===== config.mk =====
export PLATFORM = sky130hd
export DESIGN_NAME = mem_arbiter
export DESIGN_NICKNAME = d
export VERILOG_FILES = /design/src/rtl/mem_arbiter_pkg.sv /design/src/rtl/mem_arbiter_timeout.sv /design/src/rtl/mem_arbiter.sv
export SDC_FILE = /design/constraint.sdc
export NUM_CORES = 1
export LEC_CHECK = 0
export CAP_MARGIN = 20
export CORE_MARGIN = 10
export CORE_UTILIZATION = 40
export DETAILED_ROUTE_END_ITERATION = 10
export MAX_ROUTING_LAYER = met4
export PLACE_DENSITY = 0.84
export SLEW_MARGIN = 30
export SYNTH_ARGS = -nofsm -noshare
export SYNTH_HDL_FRONTEND = slang
export SYNTH_SLANG_ARGS = --single-unit
export TNS_END_PERCENT = 5

===== constraint.sdc =====
create_clock -name clk -period 5.2 [get_ports clk]
set_input_delay 1.3 -clock clk [delete_from_list [all_inputs] [get_ports clk]]
set_output_delay 1.3 -clock clk [all_outputs]
set_load 0.05 [all_outputs]

===== src/rtl/mem_arbiter_pkg.sv =====
// +------------------------------------------------------------------+
// | rexta (mem_arbiter_pkg) - shared types for the I/D bus arbiter    |
// | Rev 1.0                                                           |
// +------------------------------------------------------------------+
`default_nettype none

package rexta;

  typedef enum logic [1:0] {
    IDLE   = 2'd0,
    BUSY_I = 2'd1,
    BUSY_D = 2'd2
  } arb_state_t;

  typedef enum logic {
    M_I = 1'b0,
    M_D = 1'b1
  } arb_master_t;

  localparam logic [31:0] NOP_INSN = 32'h00000013;

endpackage

`default_nettype wire


===== src/rtl/mem_arbiter_timeout.sv =====
// +------------------------------------------------------------------+
// | arb_timeout - per-transaction wait counter with expiry flag       |
// | Rev 1.0                                                           |
// +------------------------------------------------------------------+
`default_nettype none

module arb_timeout #(
  parameter int TIMEOUT_CYCLES = 16
) (
  input  logic clk,
  input  logic rst_n,
  input  logic i_clr,
  input  logic i_inc,
  output logic o_expired
);

  localparam int              c_W    = $clog2(TIMEOUT_CYCLES + 1);
  localparam logic [c_W-1:0]  c_LAST = c_W'(TIMEOUT_CYCLES - 1);

  logic [c_W-1:0] r_cnt;

  always_ff @(posedge clk or negedge rst_n) begin
    if (!rst_n) begin
      r_cnt <= '0;
    end else if (i_clr) begin
      r_cnt <= '0;
    end else if (i_inc) begin
      r_cnt <= r_cnt + 1'b1;
    end
  end

  // Expiry marks the last allowed wait cycle so termination lands on it.
  assign o_expired = (r_cnt == c_LAST);

endmodule

`default_nettype wire


===== src/rtl/mem_arbiter.sv =====
// +------------------------------------------------------------------+
// | mem_arbiter - round-robin I/D arbiter onto one cs/ready slave     |
// | Rev 1.0                                                           |
// +------------------------------------------------------------------+
`default_nettype none

module mem_arbiter
  import rexta::*;
#(
  parameter int          TIMEOUT_CYCLES = 16,
  parameter logic [31:0] ERR_RDATA      = NOP_INSN
) (
  input  logic        clk,
  input  logic        rst_n,
  input  logic        i_req,
  input  logic [31:0] i_addr,
  output logic [31:0] i_rdata,
  output logic        i_ready,
  input  logic        d_req,
  input  logic        d_we,
  input  logic [31:0] d_addr,
  input  logic [31:0] d_wdata,
  input  logic [3:0]  d_wstrb,
  output logic [31:0] d_rdata,
  output logic        d_ready,
  output logic        m_cs,
  output logic        m_we,
  output logic [31:0] m_addr,
  output logic [31:0] m_wdata,
  output logic [3:0]  m_wstrb,
  input  logic [31:0] m_rdata,
  input  logic        m_ready,
  input  logic        err_clr,
  output logic        bus_err,
  output logic [31:0] err_addr
);

  arb_state_t  r_state;
  arb_state_t  w_next_state;
  arb_master_t r_last_grant;
  arb_master_t w_grant_m;

  logic        w_grant;
  logic        w_done;
  logic        w_timeout;
  logic        w_expired;
  logic        w_cand_i;
  logic        w_cand_d;
  logic [31:0] w_rd;

  logic        r_we;
  logic [31:0] r_addr;
  logic [31:0] r_wdata;
  logic [3:0]  r_wstrb;
  logic        r_bus_err;
  logic [31:0] r_err_addr;

  arb_timeout #(
    .TIMEOUT_CYCLES(TIMEOUT_CYCLES)
  ) u_timeout (
    .clk      (clk),
    .rst_n    (rst_n),
    .i_clr    (w_grant || w_done),
    .i_inc    ((r_state != IDLE) && !m_ready),
    .o_expired(w_expired)
  );

  always_ff @(posedge clk or negedge rst_n) begin
    if (!rst_n) begin
      r_state <= IDLE;
    end else begin
      r_state <= w_next_state;
    end
  end

  always_comb begin
    w_done       = 1'b0;
    w_timeout    = 1'b0;
    w_grant      = 1'b0;
    w_grant_m    = M_I;
    w_next_state = r_state;
    i_ready      = 1'b0;
    d_ready      = 1'b0;
    i_rdata      = 32'h0;
    d_rdata      = 32'h0;

    if (r_state != IDLE) begin
      w_done    = m_ready || w_expired;
      w_timeout = !m_ready && w_expired;
    end
    w_rd = w_timeout ? ERR_RDATA : m_rdata;

    // The completing master may not win the slot it is just leaving.
    w_cand_i = i_req && !(w_done && (r_state == BUSY_I));
    w_cand_d = d_req && !(w_done && (r_state == BUSY_D));

    if ((r_state == IDLE) || w_done) begin
      if (w_cand_i && w_cand_d) begin
        w_grant   = 1'b1;
        w_grant_m = (r_last_grant == M_D) ? M_I : M_D;
      end else if (w_cand_i) begin
        w_grant   = 1'b1;
        w_grant_m = M_I;
      end else if (w_cand_d) begin
        w_grant   = 1'b1;
        w_grant_m = M_D;
      end
    end

    if (w_done) begin
      w_next_state = IDLE;
    end
    if (w_grant) begin
      w_next_state = (w_grant_m == M_I) ? BUSY_I : BUSY_D;
    end

    if (w_done && (r_state == BUSY_I)) begin
      i_ready = 1'b1;
      i_rdata = w_rd;
    end
    if (w_done && (r_state == BUSY_D)) begin
      d_ready = 1'b1;
      d_rdata = w_rd;
    end
  end

  always_ff @(posedge clk or negedge rst_n) begin
    if (!rst_n) begin
      r_last_grant <= M_D;
      r_we         <= 1'b0;
      r_addr       <= 32'h0;
      r_wdata      <= 32'h0;
      r_wstrb      <= 4'h0;
      r_bus_err    <= 1'b0;
      r_err_addr   <= 32'h0;
    end else begin
      if (w_grant) begin
        r_last_grant <= w_grant_m;
        if (w_grant_m == M_I) begin
          r_we    <= 1'b0;
          r_addr  <= i_addr;
          r_wdata <= 32'h0;
          r_wstrb <= 4'h0;
        end else begin
          r_we    <= d_we;
          r_addr  <= d_addr;
          r_wdata <= d_wdata;
          r_wstrb <= d_wstrb;
        end
      end
      // A clear coinciding with a new timeout re-arms capture of the new address.
      if (w_timeout) begin
        r_bus_err <= 1'b1;
        if (!r_bus_err || err_clr) begin
          r_err_addr <= r_addr;
        end
      end else if (err_clr) begin
        r_bus_err <= 1'b0;
      end
    end
  end

  assign m_cs     = (r_state != IDLE);
  assign m_we     = r_we;
  assign m_addr   = r_addr;
  assign m_wdata  = r_wdata;
  assign m_wstrb  = r_wstrb;
  assign bus_err  = r_bus_err;
  assign err_addr = r_err_addr;

endmodule

`default_nettype wire

==> results of run 1 <==
[stage by stage]
stage	area (um^2)	instances	util [%]	setup WS [ps]	hold WS, ps
finish	8890	839	74.7	685	486
global route	8890	839	74.7	606	501
CTS	8880	838	74.5	705	491
detailed placement	8600	822	72.2	704	475
global placement	8570	821	72.0	770	462
floorplan	4830	390	-	1580	450
[logic make-up (layout without fill, tap and decap cells)]
kind of cell,Yosys count,in the layout
AOI/OAI and AO/OA,118,118
buffers and inverters,35,337
adders and majority gates,2,2
DFF,110,110
muxes,33,33
and+or+nand+nor,91,91
xor gates and xnor gates,1,1
[worst max-delay path: stages]
cell and delay (ps):
clkdlybuf4s50_1 520, nor2b_1 300, a21oi_1 90, nor2_1 150, clkdlybuf4s50_1 840
[registers in the layout (all words and copies together), names as in the netlist]
signal	cells
m_wdata	32
m_we	1
m_wstrb	4
bus_err	1
r_state	2
u_timeout.r_cnt	5
r_last_grant	1
m_addr	32
err_addr	32
[placed cells by master, fill, tap and decap left out, types with 2 or more instances in the layout]
cell type	netlist	layout
buf_12	0	59
a22o_1	70	70
clkinvlp_4	0	3
nor2_1	11	11
buf_4	0	6
nor2b_1	2	2
clkinv_2	0	2
a21o_1	35	35
ha_1	2	2
clkdlybuf4s50_1	0	248
mux2_2	24	24
inv_1	6	6
clkbuf_16	0	9
nand2b_1	3	3
mux2_1	8	8
dfrtp_1	109	109
a21oi_1	4	4
nand2_1	9	9
o21ai_0	5	5
and2_1	59	59
and3_1	2	2
[metal layers]
metal	global-route usage (%)	up-vias	part of all wire (%)
met5	-	-	0
met4	6.94	0	2.3
met1	23.0	2184	36
met3	7.59	22	8.8
met2	39.8	218	53
li1	-	1980	-
[synth_stat cells]
master and number:
buf_2 9, o22a_1 1, clkbuf_1 14, a21o_1 35
dfrtp_1 109, and3_1 2, o21ai_0 5, ha_1 2
o32ai_2 1, dfstp_2 1, nor2_1 11, and2_1 59
mux2i_1 1, or2_1 1, mux2_2 24, a22oi_1 1
a21oi_1 4, buf_6 6, xor2_1 1, inv_1 6
nand2_1 9, a21oi_2 1, and4_1 1, nor2b_1 2
nor3_1 1, nand3_1 1, mux2_1 8, nor2_2 1
a22o_1 70, nand2b_1 3
[report_power, final]
group	total, W	internal [W]	switching (W)
Combinational	0.00314	0.00121	0.00193
Sequential	0.00137	0.00115	0.000221
Clock	0.000643	0.000326	0.000317
Total	0.00516	0.00268	0.00247
[area by class of cell]
class,count,area [um^2]
Tap cell,147,184
Inverter,6,22.5
Fill cell,775,3020
Multi-Input combinational cell,245,1910
Clock buffer,9,225
Clock inverter,7,50.0
Timing Repair Buffer,315,3750
Sequential cell,110,2750
[how the worst min path moves through the flow]
stage | depth (start not counted) | start | slack [ps] | to
after CTS | 1 | err_addr[4]$_DFFE_PN0P_ | 490 | err_addr[4]$_DFFE_PN0P_
after detailed placement | 1 | err_addr[4]$_DFFE_PN0P_ | 470 | err_addr[4]$_DFFE_PN0P_
after global routing | 1 | err_addr[4]$_DFFE_PN0P_ | 500 | err_addr[4]$_DFFE_PN0P_
after global placement | 2 | u_timeout.r_cnt[4]$_DFFE_PN0P_ | 460 | u_timeout.r_cnt[4]$_DFFE_PN0P_
final | 1 | err_addr[4]$_DFFE_PN0P_ | 490 | err_addr[4]$_DFFE_PN0P_
after floorplan | 2 | u_timeout.r_cnt[4]$_DFFE_PN0P_ | 450 | u_timeout.r_cnt[4]$_DFFE_PN0P_
==> flow_summary.yaml, run 1 <==
critical_path:
  startpoint: "m_ready"
  start_kind: "input port"
  critPathCaptureType: "primary output"
  rr_startpoint: "u_timeout.r_cnt[0]$_DFFE_PN0P_"
  worstReg2RegEnd: "m_addr[6]$_DFFE_PN0N_"
  crit_arrival_ps: 3210
  path_class: "in -> out"
  critPathMaxFanout: 6
  required_ps: 3900
  r2r_slack_ps: 2190
  r2r_cells: 8
  endpoint: "i_rdata[4]"
pwr:
  vdd_ir_drop_max_mv: 0.485
  p_leak_nw: 4.07
  power_density_mw_per_mm2: 580
  power.total_w: 0.00516
yosys:
  yosysTopAreaCellShare_pct: 56.5
  yosysSeqAreaShare_pct: 57.1
  synth.largest_area_cell: "dfrtp_1"
  synthCells: 390
  synth-compound-area-share_pct: 19.9
  synth_simple_gate_area_share_pct: 10.8
  synthXorXnorAreaFrac_pct: 0.181
  avgSynthCellArea_um2: 12.4
  yosys_warnings: 0
  synth_seq_cells: 110
  synthTopCellsByArea: "dfrtp_1 (57%), a22o_1 (13%), and2_1 (7.6%), mux2_2 (5.6%), a21o_1 (5.4%)"
  synthDistinctLibCells: 30
  synthMuxAreaShare_pct: 7.67
  synth_top_family_by_area: "compound AO/OA/AOI/OAI gates"
  netlist_area_mm2: 0.00483
  synth_fa_ha_area_share_pct: 0.518
  synth_nets: 531
detailed_routing:
  drtPass1Iterations: 4
  dr.first_iter.drc_count: 181
  vias: 4404
  post_drt_wl_per_cell_um: 22.6
  via_per_inst: 5.25
  drt_wl_total_um: 19000
  ant_nets: 0
  drc: 0
layout:
  n_antenna_cell: 0
  fin_nets: 828
  drive_gt1_share_pct: 16.2
  area_delta_synth_final_pct: 84.2
floorplanning:
  rows: 40
  core_area_mm2: 0.0119
  die_h_um: 130
  design.portCount: 308
  dieArea_mm2: 0.0169
  die_width_um: 130
  start_util_pct: 40.5
cts:
  hold_buffers: 0
  cts_tree: "done"
  clockBufferDepth: 2
  postCtsSetupBuffers: 0
  cts_made_buffers: 9
  clock-root-buffer: "clkbuf_16"
  cts_max_level: 3
  clk_pin_slew_ps: 70
  clock-sinks: 110
  cts-resized-gates: 0
  clk-insertion-delay-late_ps: 340
timing:
  hold_viol_final: 0
  setup_viol: 0
  relSlewSlack_pct: 41.3
  tightest_slew_ps: 881
  drv_slew: 0
  setup_tns_ps: 0
  period_minus_slack_ps: 4510
  finClkSkew_ps: 6.30
  rsz0062_at_grt: "false"
  max_freq_mhz: 221
  fin_crit_sh_pct: 86.8
placed_design:
  globalplace.congestion: 0.913
  post-dp-hpwl_um: 15400
  numPortBuffers: 307
min_path:
  hold_class: "reg -> reg"
global_route:
  grt_overflow: 0
  grt_max_degree: 61
  antenna_found_initial: 0
  track_usage_pct: 22.4
  grt_pass1_vias: 4881
  grt_pass1_wl_um: 28200
status:
  status: "complete, no violations"
run:
  maxCapViolations: 0
Power figures use the tool's default switching activity.
==> run 2: changes to the inputs <==
--- a/config.mk
+++ b/config.mk
@@ -11,6 +11,7 @@
 export DETAILED_ROUTE_END_ITERATION = 10
 export MAX_ROUTING_LAYER = met4
 export PLACE_DENSITY = 0.84
+export SETUP_SLACK_MARGIN = 0.05
 export SLEW_MARGIN = 30
 export SYNTH_ARGS = -nofsm -noshare
 export SYNTH_HDL_FRONTEND = slang
==> results of run 2 <==
No change in the layout: final DEF, timing and power equal those of run 1.
==> run 3: changes to the inputs <==
--- a/config.mk
+++ b/config.mk
@@ -5,7 +5,7 @@
 export SDC_FILE = /design/constraint.sdc
 export NUM_CORES = 1
 export LEC_CHECK = 0
-export CAP_MARGIN = 20
+export ABC_CLOCK_PERIOD_IN_PS = 5200
 export CORE_MARGIN = 10
 export CORE_UTILIZATION = 40
 export DETAILED_ROUTE_END_ITERATION = 10
==> results of run 3 <==
No change in the layout: final DEF, timing and power equal those of run 1.
